**src/rtl/pipelined_adder.sv**
```systemverilog
// rtl/pipelined_adder.sv - pipelined add/subtract with one carry-chain slice per stage
// Valid/ready handshake; a stalled output freezes every stage.
module pipelined_adder #(
  parameter int WIDTH  = 64,
  parameter int STAGES = 4
) (
  input  logic             clk,
  input  logic             rst,
  input  logic             in_valid,
  output logic             in_ready,
  input  logic [WIDTH-1:0] A,
  input  logic [WIDTH-1:0] B,
  input  logic             Cin,
  input  logic             sub,
  output logic             out_valid,
  input  logic             out_ready,
  output logic [WIDTH-1:0] S,
  output logic             Cout,
  output logic             Ovf
);
  localparam int SW = WIDTH / STAGES;

  logic [WIDTH-1:0] w_b_eff;
  logic             w_c_eff;
  logic             w_adv;

  assign w_b_eff = sub ? ~B : B;
  assign w_c_eff = sub ? ~Cin : Cin;

  for (genvar k = 0; k < STAGES; k++) begin : g_stage
    logic [WIDTH-1:0] w_x_in;
    logic [SW-1:0]    w_b_slice;
    logic             w_c_in;
    logic             w_v_in;
    logic             w_sa_in;
    logic             w_sb_in;
    logic [SW:0]      w_sum;

    // r_x carries finished sum slices below slice k and untouched A bits above it
    logic [WIDTH-1:0] r_x;
    logic             r_v;
    logic             r_c;
    logic             r_sa;
    logic             r_sb;

    if (k == 0) begin : g_first
      assign w_x_in    = A;
      assign w_b_slice = w_b_eff[SW-1:0];
      assign w_c_in    = w_c_eff;
      assign w_v_in    = in_valid;
      assign w_sa_in   = A[WIDTH-1];
      assign w_sb_in   = w_b_eff[WIDTH-1];
    end else begin : g_next
      assign w_x_in    = g_stage[k-1].r_x;
      assign w_b_slice = g_stage[k-1].g_y.r_y[SW-1:0];
      assign w_c_in    = g_stage[k-1].r_c;
      assign w_v_in    = g_stage[k-1].r_v;
      assign w_sa_in   = g_stage[k-1].r_sa;
      assign w_sb_in   = g_stage[k-1].r_sb;
    end

    assign w_sum = {1'b0, w_x_in[k*SW +: SW]} + {1'b0, w_b_slice} + {{SW{1'b0}}, w_c_in};

    always_ff @(posedge clk) begin
      if (rst) begin
        r_v  <= 1'b0;
        r_x  <= '0;
        r_c  <= 1'b0;
        r_sa <= 1'b0;
        r_sb <= 1'b0;
      end else if (w_adv) begin
        r_v               <= w_v_in;
        r_x               <= w_x_in;
        r_x[k*SW +: SW]   <= w_sum[SW-1:0];
        r_c               <= w_sum[SW];
        r_sa              <= w_sa_in;
        r_sb              <= w_sb_in;
      end
    end

    if (k < STAGES - 1) begin : g_y
      localparam int RW = WIDTH - (k + 1) * SW;
      logic [RW-1:0] r_y;
      logic [RW-1:0] w_y_in;

      if (k == 0) begin : g_yf
        assign w_y_in = w_b_eff[WIDTH-1:SW];
      end else begin : g_yn
        assign w_y_in = g_stage[k-1].g_y.r_y[RW+SW-1:SW];
      end

      always_ff @(posedge clk) begin
        if (rst) begin
          r_y <= '0;
        end else if (w_adv) begin
          r_y <= w_y_in;
        end
      end
    end
  end

  assign out_valid = g_stage[STAGES-1].r_v;
  assign S         = g_stage[STAGES-1].r_x;
  assign Cout      = g_stage[STAGES-1].r_c;
  assign Ovf       = (g_stage[STAGES-1].r_sa == g_stage[STAGES-1].r_sb) &&
                     (S[WIDTH-1] != g_stage[STAGES-1].r_sa);

  assign w_adv    = !out_valid || out_ready;
  assign in_ready = w_adv;
endmodule

```
**config.mk**
```make
export PLATFORM = sky130hd
export DESIGN_NAME = pipelined_adder
export DESIGN_NICKNAME = d
export VERILOG_FILES = /design/src/rtl/pipelined_adder.sv
export SDC_FILE = /design/constraint.sdc
export NUM_CORES = 1
export LEC_CHECK = 0
export ABC_AREA = 1
export CAP_MARGIN = 15
export CELL_PAD_IN_SITES_DETAIL_PLACEMENT = 1
export CELL_PAD_IN_SITES_GLOBAL_PLACEMENT = 1
export CORE_MARGIN = 1.5
export CORE_UTILIZATION = 37
export CTS_CLUSTER_DIAMETER = 80
export DETAILED_ROUTE_END_ITERATION = 6
export HOLD_SLACK_MARGIN = 0.1
export PLACE_DENSITY = 0.86
export SYNTH_ARGS = -nofsm -noshare
export SYNTH_HDL_FRONTEND = slang
export SYNTH_SLANG_ARGS = --single-unit
```
**constraint.sdc**
```tcl
create_clock -name clk -period 2.45 [get_ports clk]
set_input_delay 0.49 -clock clk [delete_from_list [all_inputs] [get_ports clk]]
set_output_delay 0.49 -clock clk [all_outputs]
set_load 0.005 [all_outputs]
```
## After elaboration in Yosys (flattened, before gate mapping)

Index checks and enable logic that the tools add are counted.

| cells by class | value |
|---|---|
| add/subtract/negate cells | 8 |
| multiply operators | 0 |
| divide/modulo/power cells | 0 |
| $lt $le $gt $ge | 0 |
| equality and inequality tests | 2 |
| shift-type cells | 0 |
| mux-type cells | 2 |
| bitwise operators | 2 |
| reductions and logical operators | 3 |

Operators by type and width:

| cell | number |
|---|---|
| adder 16 x 16 -> 17 bit | 4 |
| adder 17 x 1 -> 17 bit | 4 |
| two-way mux 64 bit | 1 |
| NOT 64 bit | 1 |
| == test 1 bit | 1 |
| logical AND 1 bit | 1 |
| zero test 1 bit | 1 |
| logical OR 1 bit | 1 |
| two-way mux 1 bit | 1 |
| inequality test 1 bit | 1 |
| NOT 1 bit | 1 |

| storage, ports and cells | value |
|---|---|
| register bits after elaboration | 368 |
| bits in latches | 0 |
| memory bits (writable) | 0 |
| memory bits (read-only) | 0 |
| input bits | 134 |
| logic and storage cells | 40 |
| memories kept | 0 |

## Depth between registers and ports, before layout

Gate-level depths: netlist of run 1.

| logic depth | value |
|---|---|
| depth after elaboration | 4 |
| mapped depth | 15 |
| depth with buffers taken out | 13 |

## Worst setup path before layout of run 1

No wires, ideal clock.

| timing path | value |
|---|---|
| path type | input to register |
| start | input sub |
| end | register g_stage[0].r_x[8] |
| setup time | 0.056 ns |
| data arrival time | 2.470 ns |
| data required time | 2.394 ns |
| path slack | -0.076 ns |
| stages on the path | 14 |
| buffers on the path | 2 |
| cell sequence | buf_4 buf_2 xor2_1 fa_1 inv_1 fa_1 inv_1 nand3_1 nand3_1 a21oi_1 or2_2 nand3_1 nand2_1 inv_1 |

| on the way | value |
|---|---|
| cells in the longest elaborated chain, start to end | 3 |
| elaborated cells on any way between the ends | 4 |

RTL lines:

| what | line | source |
|---|---|---|
| from (decl) | 14 | `input logic sub,` |
| two-way mux 64 bit | 27 | `assign w_b_eff = sub ? ~B : B;` |
| adder 16 x 16 -> 17 bit | 62 | `assign w_sum = {1'b0, w_x_in[k*SW +: SW]} + {1'b0, w_b_slice} + {{SW{1'b0}}, w_c_in};` |
| adder 17 x 1 -> 17 bit * | 62 |  |
| to (signal assigned) | 73 | `r_x <= w_x_in;` |
| to (signal, indexed assignment) | 74 | `r_x[k*SW +: SW] <= w_sum[SW-1:0];` |
| to (decl) | 40 | `logic [WIDTH-1:0] r_x;` |

Every way passes the cells marked *; elsewhere a longest branch is shown, timed or not.
A chain may end at the register's enable or synchronous reset.

## Final worst setup path of run 1

| timing path | value |
|---|---|
| start | input out_ready |
| end | output in_ready |

| on the way | value |
|---|---|
| cells in the longest elaborated chain, start to end | 1 |

RTL lines:

| what | line | source |
|---|---|---|
| from (decl) | 16 | `input logic out_ready,` |
| logical OR 1 bit | 108 | `assign w_adv = !out_valid \|\| out_ready;` |
| to (decl) | 10 | `output logic in_ready,` |

Every way passes these cells.

==> flow_metrics.py, run 1 <==
metrics = {
    "min_path": {
        "hp-class": "reg2reg",
    },
    "power": {
        "p_int_mw": 11.27,
        "leakagePower_nw": 10.53,
        "pwr_density_cell_mw_per_mm2": 730.3,
        "pwr-share-clk": 0.428,
        "p_seq_frac": 0.435,
        "total_power_mw": 15.23,
        "switching_share": 0.2602,
        "power_frac_comb": 0.137,
        "peakVddDrop_v": 0.0004620,
        "p_sw_mw": 3.962,
    },
    "setup_path": {
        "critPathCaptureType": "output pin",
        "cp.required_ns": 1.96,
        "start_kind": "input port",
        "crit_fanout": 7,
        "path_class": "in2out",
        "cp_data_arrival_time_ns": 1.75,
    },
    "grt": {
        "grt_pass1_wl_um": 77910,
        "antenna_found_initial": 1,
        "grt.busiest_layer": "met2",
        "grt_pass1_vias": 15986,
        "grt_max_degree": 108,
        "met2_usage": 0.3540,
        "grt-ovfl-total": 0,
        "grt_util_all_layers": 0.2001,
        "met3_usage": 0.02879,
        "grt_use_met1": 0.2439,
    },
    "cts": {
        "clk_latency_ns": 0.56,
        "cts_buffers": 42,
        "cts.htree.levels": 2,
        "cts_resized": 1,
        "cts_tree": "built",
        "cts_setup_buffers": 0,
        "clkSlewWorstSetupHoldPaths_ns": 0.06,
        "postCtsHoldBufs": 0,
        "clk_path_buf_depth": 3,
        "cts_root_buf": "clkbuf_16",
        "clkSinkCount": 362,
    },
    "logic_synthesis": {
        "syn_inst": 2381,
        "synthAdderAreaFrac": 0.05355,
        "synthMuxAreaShare": 0,
        "synth_seq_area_share": 0.4261,
        "synth_top_family_by_area": "simple AND/OR/NAND/NOR gates",
        "ys_seq_elements": 362,
        "synth_nets": 2583,
        "avgSynthCellArea_sq_um": 7.144,
        "synth_cell_types": 28,
        "synthesis.area_sq_mm": 0.01701,
        "synth_compound_area_frac": 0.1414,
        "synth-xor-area-share": 0.04325,
        "synthSimpleGateAreaFrac": 0.2369,
        "yosysWarningCount": 0,
    },
    "layout": {
        "drive_above_1_share": 0.04178,
        "syn2layout_area_growth_pct": 22.61,
        "final_util": 0.4595,
        "fin_area_sq_mm": 0.02085,
        "nets": 2730,
    },
    "detailed_routing": {
        "vias": 15514,
        "dr.pass1.iters": 4,
        "avgRoutedWirePerCell_um": 14.90,
        "wirelength_um": 47130,
        "drtAntennaViolNets": 0,
        "drt_first_iter_violations": 861,
        "drc": 0,
        "routed_via_density": 4.906,
    },
    "floorplanning": {
        "initial_core_util": 0.3748,
        "die_w_um": 217.4,
        "fp.coreArea_sq_mm": 0.04538,
        "ioPinCount": 202,
        "rows": 78,
        "die_h_um": 217.4,
        "die_area_sq_mm": 0.04726,
    },
    "timing": {
        "fin_skew_ns": 0.01785,
        "period_share": 0.9131,
        "slew_headroom": 0.3821,
        "fin_hold_ws_ns": 0.4724,
        "setup_viol_count_final": 0,
        "post-route-min-period_ns": 2.237,
        "worstMarginPinSlew_ns": 0.9268,
        "grt_setup_unrepaired": "no",
        "fmax_ghz": 0.4470,
        "drv_slew": 0,
        "hold_viol": 0,
    },
    "run": {
        "cap_violations": 0,
    },
    "placed_design": {
        "place.detailed.hpwl_um": 32860,
        "port_buffers": 201,
        "place_congestion": 0.8785,
        "dpl_cell_area_sq_mm": 0.01941,
    },
    "run_status": {
        "outcome": "finished, final reports clean",
    },
}
[power by group through the flow]
stage / logic [mW] / clock network (mW) / registers, mW
2_1_floorplan: 1.30 / 0 / 6.67
3_3_place_gp: 1.99 / 0 / 6.73
3_5_place_dp: 2.07 / 0 / 6.76
4_1_cts: 2.11 / 6.66 / 6.64
5_1_grt: 2.36 / 6.92 / 6.69
6_report: 2.08 / 6.52 / 6.63
[per-layer routing]
layer | routed length [um] | part of all wire
met1 | 21270 | 0.45
met2 | 22960 | 0.49
met3 | 1421 | 0.030
met4 | 1475 | 0.031
met5 | 0 | 0
[cell usage after synthesis (all sizes together)]
master | number | area (sq um)
and2 | 3 | 18.77
o211ai | 7 | 52.55
o21bai | 12 | 90.09
fa | 8 | 160.2
buf | 58 | 488.0
xor2 | 27 | 236.5
inv | 251 | 942.2
o31ai | 4 | 30.03
a21oi | 93 | 465.5
nand3 | 88 | 440.4
ha | 60 | 750.7
o21ai | 353 | 1767
xnor2 | 57 | 499.2
nand3b | 4 | 30.03
nor3 | 16 | 80.08
nand2 | 349 | 1310
nand4 | 5 | 31.28
nor2 | 549 | 2068
clkbuf | 67 | 251.5
or2 | 8 | 50.05
dfxtp | 362 | 7247
[path summary, 6_finish.rpt]
path	start	endpoint	slack, ns	cells after the start
max	out_ready	in_ready	0.21	4
min	g_stage[0].r_x[0]$_SDFFE_PP0P_	g_stage[0].r_x[0]$_SDFFE_PP0P_	0.47	2
max reg2reg	g_stage[2].r_x[48]$_SDFFE_PP0P_	S[62]$_SDFFE_PP0P_	0.25	12
min reg2reg	g_stage[0].r_x[0]$_SDFFE_PP0P_	g_stage[0].r_x[0]$_SDFFE_PP0P_	0.47	2
[registers in the layout, indices dropped and copies added (netlist names)]
name             count
S                   64
g_stage.r_v          3
out_valid            1
g_stage.r_sb         4
g_stage.r_sa         1
g_stage.r_x        192
Cout                 1
g_stage.g_y.r_y     93
g_stage.r_c          3
[stage by stage]
stage                     TNS [ns]  cells  worst slack, ns
final                            0   3162           0.2130
after global routing             0   3162          0.03333
after CTS                        0   3161           0.1748
after floorplan                  0   2381          0.03387
after global placement      -1.314   3084          -0.2493
after detailed placement    -2.106   3084          -0.3193
[worst max-delay path, stage by stage]
cell and delay, ns:
clkdlybuf4s50_1 0.45, nor2_4 0.23, inv_8 0.11, clkdlybuf4s50_1 0.46
[layout by cell type, fill, tap and decap left out, drive strengths merged]
cell	count
nor2	549
dfxtp	362
o21ai	353
nand2	349
inv	254
clkdlybuf4s50	199
a21oi	93
nand3	88
ha	60
xnor2	57
clkbuf	56
buf	28
xor2	27
nor3	16
clkinv	13
o21bai	12
fa	8
or2	8
o211ai	7
nand4	5
bufinv	5
nand3b	4
o31ai	4
and2	3
diode	1
dlygate4sd2	1
[kinds of logic (layout without fill, tap and decap cells)]
kind of cell / count (synthesis) / in the layout
AOI/OAI and AO/OA: 469 / 469
buffers and inverters: 376 / 556
other: 0 / 1
DFF: 362 / 362
and+or+nand+nor: 1022 / 1022
xor gates and xnor gates: 84 / 84
adders and majority gates: 68 / 68
[final cells by class]
type / count / area (sq um)
Fill cell: 5701 / 24530
Clock inverter: 21 / 247.7
Timing Repair Buffer: 228 / 2374
Inverter: 251 / 957.2
Multi-Input combinational cell: 1643 / 8080
Tap cell: 600 / 750.7
Antenna cell: 1 / 2.502
Sequential cell: 362 / 7247
Clock buffer: 56 / 1195
No activity file was read; power rests on OpenSTA's default activity.
==> run 2, diff against run 1 <==
Settings changed: CORE_MARGIN 1.5 to 2.
==> run 2 against run 1 <==
Net effect: highest routed layer unchanged; combinational power about the same; sequential cell count is the same; clock skew is 0.0063 ns lower; clock-buffer cell count is 8 higher; global-route usage rose by 0.33 points; register-to-register slack worse by 0.03 ns; die area grew 0.92%; critical path type is now reg2out; largest cell class unchanged; core utilization unchanged; sequential share of layout area unchanged.
==> flow_metrics.py, run 2 (synthesized netlist as in run 1, its figures left out) <==
metrics = {
    "layout": {
        "nets": 2736,
        "syn2layout_area_growth_pct": 22.61,
        "drive_above_1_share": 0.04290,
        "fill_cells": 5684,
        "final_common_cell": "nor2_1",
        "final_cell_mix": "nor2_1, dfxtp_1, nand2_1, o21ai_0, inv_1",
        "top_register": "g_stage.r_x",
        "multi_input_area_sq_mm": 0.008080,
        "largest_reg_flops": 192,
        "regArea_sq_mm": 0.007247,
    },
    "detailed_routing": {
        "vias": 15512,
        "drc": 0,
        "drt_first_iter_violations": 817,
        "drtAntennaViolNets": 0,
        "dr.pass1.iters": 5,
        "routed_via_density": 4.898,
        "avgRoutedWirePerCell_um": 15.19,
        "wirelength_um": 48100,
    },
    "floorplanning": {
        "rows": 78,
        "die_h_um": 218.4,
        "die_w_um": 218.4,
        "fp.coreArea_sq_mm": 0.04538,
        "die_area_sq_mm": 0.04770,
        "initial_core_util": 0.3748,
        "ioPinCount": 202,
    },
    "setup_path": {
        "worstSetupPathDepth": 5,
        "path_class": "reg2out",
        "cpPeakStageDelay_ns": 0.59,
        "cp_data_arrival_time_ns": 1.84,
        "cp-startpoint": "S[63]$_SDFFE_PP0P_",
        "crit_family": "buffers and inverters",
        "slowest_stage": "clkdlybuf4s50_1",
        "start_kind": "flip-flop",
        "rrSetupSlack_ns": 0.22,
        "crit_chain": "inv_1 -> nor2_1 -> nor2_1 -> a21oi_1 -> clkdlybuf4s50_1",
        "critPathCaptureType": "output pin",
        "crit_fanout": 3,
        "cp.required_ns": 1.96,
        "crit_end": "Ovf",
        "path_buf_inv": 2,
        "r2r_end": "S[60]$_SDFFE_PP0P_",
        "worstReg2RegStart": "g_stage[2].r_x[48]$_SDFFE_PP0P_",
        "worstRegToRegCells": 11,
        "cp_common_cell": "nor2_1",
    },
    "placed_design": {
        "port_buffers": 201,
        "place_ws_ns": -0.3611,
        "place.detailed.hpwl_um": 33350,
        "place_congestion": 0.8903,
    },
    "power": {
        "leakagePower_nw": 10.53,
        "pwr_density_cell_mw_per_mm2": 722.1,
        "p_int_mw": 11.14,
        "switching_share": 0.2604,
        "pwr-share-clk": 0.420,
        "p_sw_mw": 3.922,
        "p_seq_frac": 0.440,
        "peakVddDrop_v": 0.0003985,
        "power_frac_comb": 0.140,
    },
    "timing": {
        "period_share": 0.9499,
        "worst_slack_ns": 0.1228,
        "grt_setup_unrepaired": "no",
        "setup_viol_count_final": 0,
        "slew_headroom": 0.3739,
        "fmax_ghz": 0.4297,
        "hold_viol": 0,
        "fin_hold_ws_ns": 0.4736,
        "post-route-min-period_ns": 2.327,
        "fin_skew_ns": 0.01155,
        "drv_slew": 0,
        "worstMarginPinSlew_ns": 0.9392,
    },
    "grt": {
        "grt_util_all_layers": 0.2034,
        "antenna_found_initial": 3,
        "grt_max_degree": 105,
        "grt-ovfl-total": 0,
        "grt_pass1_wl_um": 79850,
        "grt_pass1_vias": 16518,
    },
    "cts": {
        "clk_latency_ns": 0.55,
        "cts_tree": "built",
        "cts_buffers": 42,
        "postCtsHoldBufs": 0,
        "cts_setup_buffers": 0,
        "clk_path_buf_depth": 3,
        "cts_resized": 0,
        "cts_root_buf": "clkbuf_16",
        "clkSinkCount": 362,
        "cts.htree.levels": 2,
        "clkSlewWorstSetupHoldPaths_ns": 0.06,
    },
    "run_status": {
        "outcome": "finished, final reports clean",
    },
    "min_path": {
        "hp-class": "reg2reg",
    },
    "run": {
        "cap_violations": 0,
    },
}
## run 2: cell count changes in the layout (fill, tap and decap cells not counted), sizes merged, moves of 2 or more
| cell | before | now |
|---|---|---|
| buf | 28 | 34 |
| diode | 1 | 3 |
| clkbuf | 56 | 64 |
| clkinv | 13 | 8 |
| inv | 254 | 251 |
| bufinv | 5 | 1 |
## run 2: layout make-up
class	instances	share of cell area
antenna	3	0.0003600
multi-input combinational	1643	0.3875
timing repair buffer	234	0.1148
clock buffer	64	0.06366
inverter	251	0.04590
clock inverter	10	0.004260
tap	600	0.03600
sequential	362	0.3475
## run 2: power by group through the flow
stage          Clock (mW)  Sequential (mW)  Combinational, mW
2_1_floorplan           0             6.67               1.30
3_3_place_gp            0             6.73               2.01
3_5_place_dp            0             6.75               2.10
4_1_cts              6.47             6.64               2.13
5_1_grt              6.75             6.69               2.39
6_report             6.32             6.63               2.11
## run 2: how the worst min path moves through the flow
| stage | from | endpoint | slack (ns) | cells past startpoint |
|---|---|---|---|---|
| final | g_stage[2].r_x[25]$_SDFFE_PP0P_ | g_stage[2].r_x[25]$_SDFFE_PP0P_ | 0.47 | 2 |
| after global routing | g_stage[1].r_x[8]$_SDFFE_PP0P_ | g_stage[1].r_x[8]$_SDFFE_PP0P_ | 0.50 | 2 |
| after detailed placement | g_stage[2].r_x[25]$_SDFFE_PP0P_ | g_stage[2].r_x[25]$_SDFFE_PP0P_ | 0.47 | 2 |
| after CTS | g_stage[2].r_x[25]$_SDFFE_PP0P_ | g_stage[2].r_x[25]$_SDFFE_PP0P_ | 0.48 | 2 |
| after global placement | g_stage[1].g_y.r_y[17]$_SDFFE_PP0P_ | g_stage[1].g_y.r_y[17]$_SDFFE_PP0P_ | 0.46 | 2 |
| after floorplan | g_stage[2].r_v$_SDFFE_PP0P_ | g_stage[2].r_v$_SDFFE_PP0P_ | 0.43 | 2 |
## run 2: tightest hold or removal path, stage by stage (launching register included)
cell,delay [ns]
dfxtp_1,0.32
nor2_1,0.04
nor2_1,0.08
## run 2: routing by layer
metal,GRT usage,routed length [um]
met1,0.2396,21000
met3,0.03090,1533
met5,0,0
met2,0.3680,24010
met4,0.08027,1549
## run 2: through the flow
step,TNS [ns],std cells,cell area [sq um],total power [mW],util
global placement,-1.344,3090,19430,8.737,0.4282
CTS,0,3164,20850,15.24,0.4594
floorplan,0,2381,17020,7.970,-
global route,0,3165,20850,15.83,0.4594
finish,0,3167,20850,15.06,0.4595
detailed placement,-2.373,3090,19430,8.848,0.4282
==> run 3, diff against run 2 <==
Settings changed: CORE_UTILIZATION 37 to 35, MAX_ROUTING_LAYER set to met4, PLACE_DENSITY 0.86 to 0.82.
==> run 3 against run 2 <==
Net effect: final cell count up 0.16%; maximum frequency increased by 2.9%; setup slack improved by 0.065 ns; clock skew increased by 0.0064 ns; via count is 1.4% lower; worst hold slack gained 0.0010 ns; critical path depth increased by 6; final area down 0.55%; combinational power barely moved; power fell by 2.3%; critical endpoint is now S[56]$_SDFFE_PP0P_; highest routed layer unchanged.
==> flow_metrics.py, run 3 (synthesized netlist as in run 1, its figures left out) <==
metrics = {
    "grt": {
        "grt-ovfl-total": 0,
        "grt_max_degree": 138,
        "grt_util_all_layers": 0.1954,
        "grt_pass1_vias": 16072,
        "antenna_found_initial": 1,
        "grt_pass1_wl_um": 78910,
    },
    "detailed_routing": {
        "avgRoutedWirePerCell_um": 15.07,
        "drc": 0,
        "drtAntennaViolNets": 0,
        "dr.pass1.iters": 4,
        "wirelength_um": 47810,
        "drt_first_iter_violations": 723,
        "routed_via_density": 4.821,
        "vias": 15293,
    },
    "placed_design": {
        "place.detailed.hpwl_um": 33320,
        "place_congestion": 0.8447,
        "place_ws_ns": -0.3157,
        "place_inst": 3099,
        "dpl_cell_area_sq_mm": 0.01943,
        "port_buffers": 201,
    },
    "timing": {
        "post-route-min-period_ns": 2.262,
        "setup_viol_count_final": 0,
        "period_share": 0.9232,
        "drv_slew": 0,
        "fin_hold_ws_ns": 0.4746,
        "finalSetupTns_ns": 0,
        "fmax_ghz": 0.4421,
        "fin_skew_ns": 0.01798,
        "slew_headroom": 0.3900,
        "grt_setup_unrepaired": "no",
        "worstMarginPinSlew_ns": 0.9150,
        "hold_viol": 0,
        "worst_slack_ns": 0.1883,
    },
    "setup_path": {
        "cp_common_cell": "nand2_1",
        "crit_chain": "fa_1 -> fa_1 -> nand2_1 -> nand2_1 -> and2_1 -> nand2_1 -> nand2_1 -> xnor2_1 -> nand2_1 -> nand2_1 -> inv_1",
        "r2r_end": "S[56]$_SDFFE_PP0P_",
        "cpPeakStageDelay_ns": 0.49,
        "cp.required_ns": 2.91,
        "worstReg2RegStart": "g_stage[2].r_x[48]$_SDFFE_PP0P_",
        "crit_family": "adder cells",
        "cp_data_arrival_time_ns": 2.72,
        "critPathCaptureType": "flip-flop",
        "start_kind": "flip-flop",
        "rrSetupSlack_ns": 0.19,
        "worstRegToRegCells": 11,
        "crit_fanout": 3,
        "slowest_stage": "fa_1",
        "path_class": "reg2reg",
        "path_buf_inv": 1,
    },
    "power": {
        "pwr_density_cell_mw_per_mm2": 709.4,
        "leakagePower_nw": 10.47,
        "peakVddDrop_v": 0.0003863,
        "total_power_mw": 14.71,
    },
    "floorplanning": {
        "die_area_sq_mm": 0.05038,
        "ioPinCount": 202,
        "rows": 80,
        "die_h_um": 224.4,
        "initial_core_util": 0.3555,
        "die_w_um": 224.4,
        "fp.coreArea_sq_mm": 0.04785,
    },
    "cts": {
        "postCtsHoldBufs": 0,
        "cts_buffers": 42,
        "clk_latency_ns": 0.57,
        "clkSlewWorstSetupHoldPaths_ns": 0.06,
        "clk_path_buf_depth": 3,
        "cts.htree.levels": 2,
        "clkSinkCount": 362,
        "cts_root_buf": "clkbuf_16",
        "cts_tree": "built",
    },
    "run_status": {
        "outcome": "finished, final reports clean",
    },
    "layout": {
        "nets": 2730,
        "top_register": "g_stage.r_x",
        "final_util": 0.4334,
        "final_cell_mix": "nor2_1, dfxtp_1, nand2_1, o21ai_0, inv_1",
        "stdcell_count": 3172,
        "drive_above_1_share": 0.03834,
        "syn2layout_area_growth_pct": 21.93,
        "final_common_cell": "nor2_1",
        "largest_reg_flops": 192,
        "fin_area_sq_mm": 0.02074,
    },
    "min_path": {
        "hold_path_end": "g_stage[2].r_x[16]$_SDFFE_PP0P_",
        "worstHoldStart": "g_stage[2].r_x[16]$_SDFFE_PP0P_",
        "hp-class": "reg2reg",
        "whs_path_depth": 2,
    },
    "run": {
        "cap_violations": 0,
    },
}
run 3: worst register-to-register path: cells and delay by family, from the launching register on:
family / cells / cell delay [ns]
adders and majority gates: 2 / 0.92
DFF: 1 / 0.33
xor gates and xnor gates: 1 / 0.19
and+or+nand+nor: 7 / 0.67
buffers and inverters: 1 / 0.04
run 3: worst max path at each step:
| stage | to | slack (ns) | from | depth (start not counted) |
|---|---|---|---|---|
| floorplan | g_stage[0].r_x[8]$_SDFFE_PP0P_ | 0.03 | sub | 14 |
| finish | S[56]$_SDFFE_PP0P_ | 0.19 | g_stage[2].r_x[48]$_SDFFE_PP0P_ | 11 |
| detailed placement | g_stage[0].r_x[8]$_SDFFE_PP0P_ | -0.32 | B[0] | 13 |
| CTS | Ovf | 0.08 | S[63]$_SDFFE_PP0P_ | 5 |
| global placement | g_stage[0].r_x[8]$_SDFFE_PP0P_ | -0.26 | B[0] | 13 |
| global route | S[56]$_SDFFE_PP0P_ | 0.03 | g_stage[2].r_x[48]$_SDFFE_PP0P_ | 11 |
run 3: cell type report:
type	count	area [sq um]
multi-input combinational	1643	8080
fill	5950	27110
timing repair buffer	228	2377
clock inverter	15	136.4
sequential	362	7247
clock buffer	57	1169
antenna	1	2.502
inverter	251	957.2
tap	615	769.5
run 3: where the power goes:
part | switching [mW] | internal [mW] | leakage [nW]
sequential | 0.260 | 6.37 | 2.98
clock | 2.54 | 3.46 | 0.643
combinational | 1.16 | 0.930 | 6.84
total | 3.95 | 10.8 | 10.5
run 3: per-layer routing:
layer / share of wire / global-route usage / wire, um
met5: 0 / - / 0
met4: 0.018 / 0.04508 / 867
met3: 0.032 / 0.03174 / 1548
met2: 0.50 / 0.3456 / 23940
met1: 0.45 / 0.2324 / 21460
run 3: timing repair:
item                                    in CTS  in global routing
endpoints found under the setup margin       0                  1
buffers inserted                             0                  0
resized for setup                            0                  1
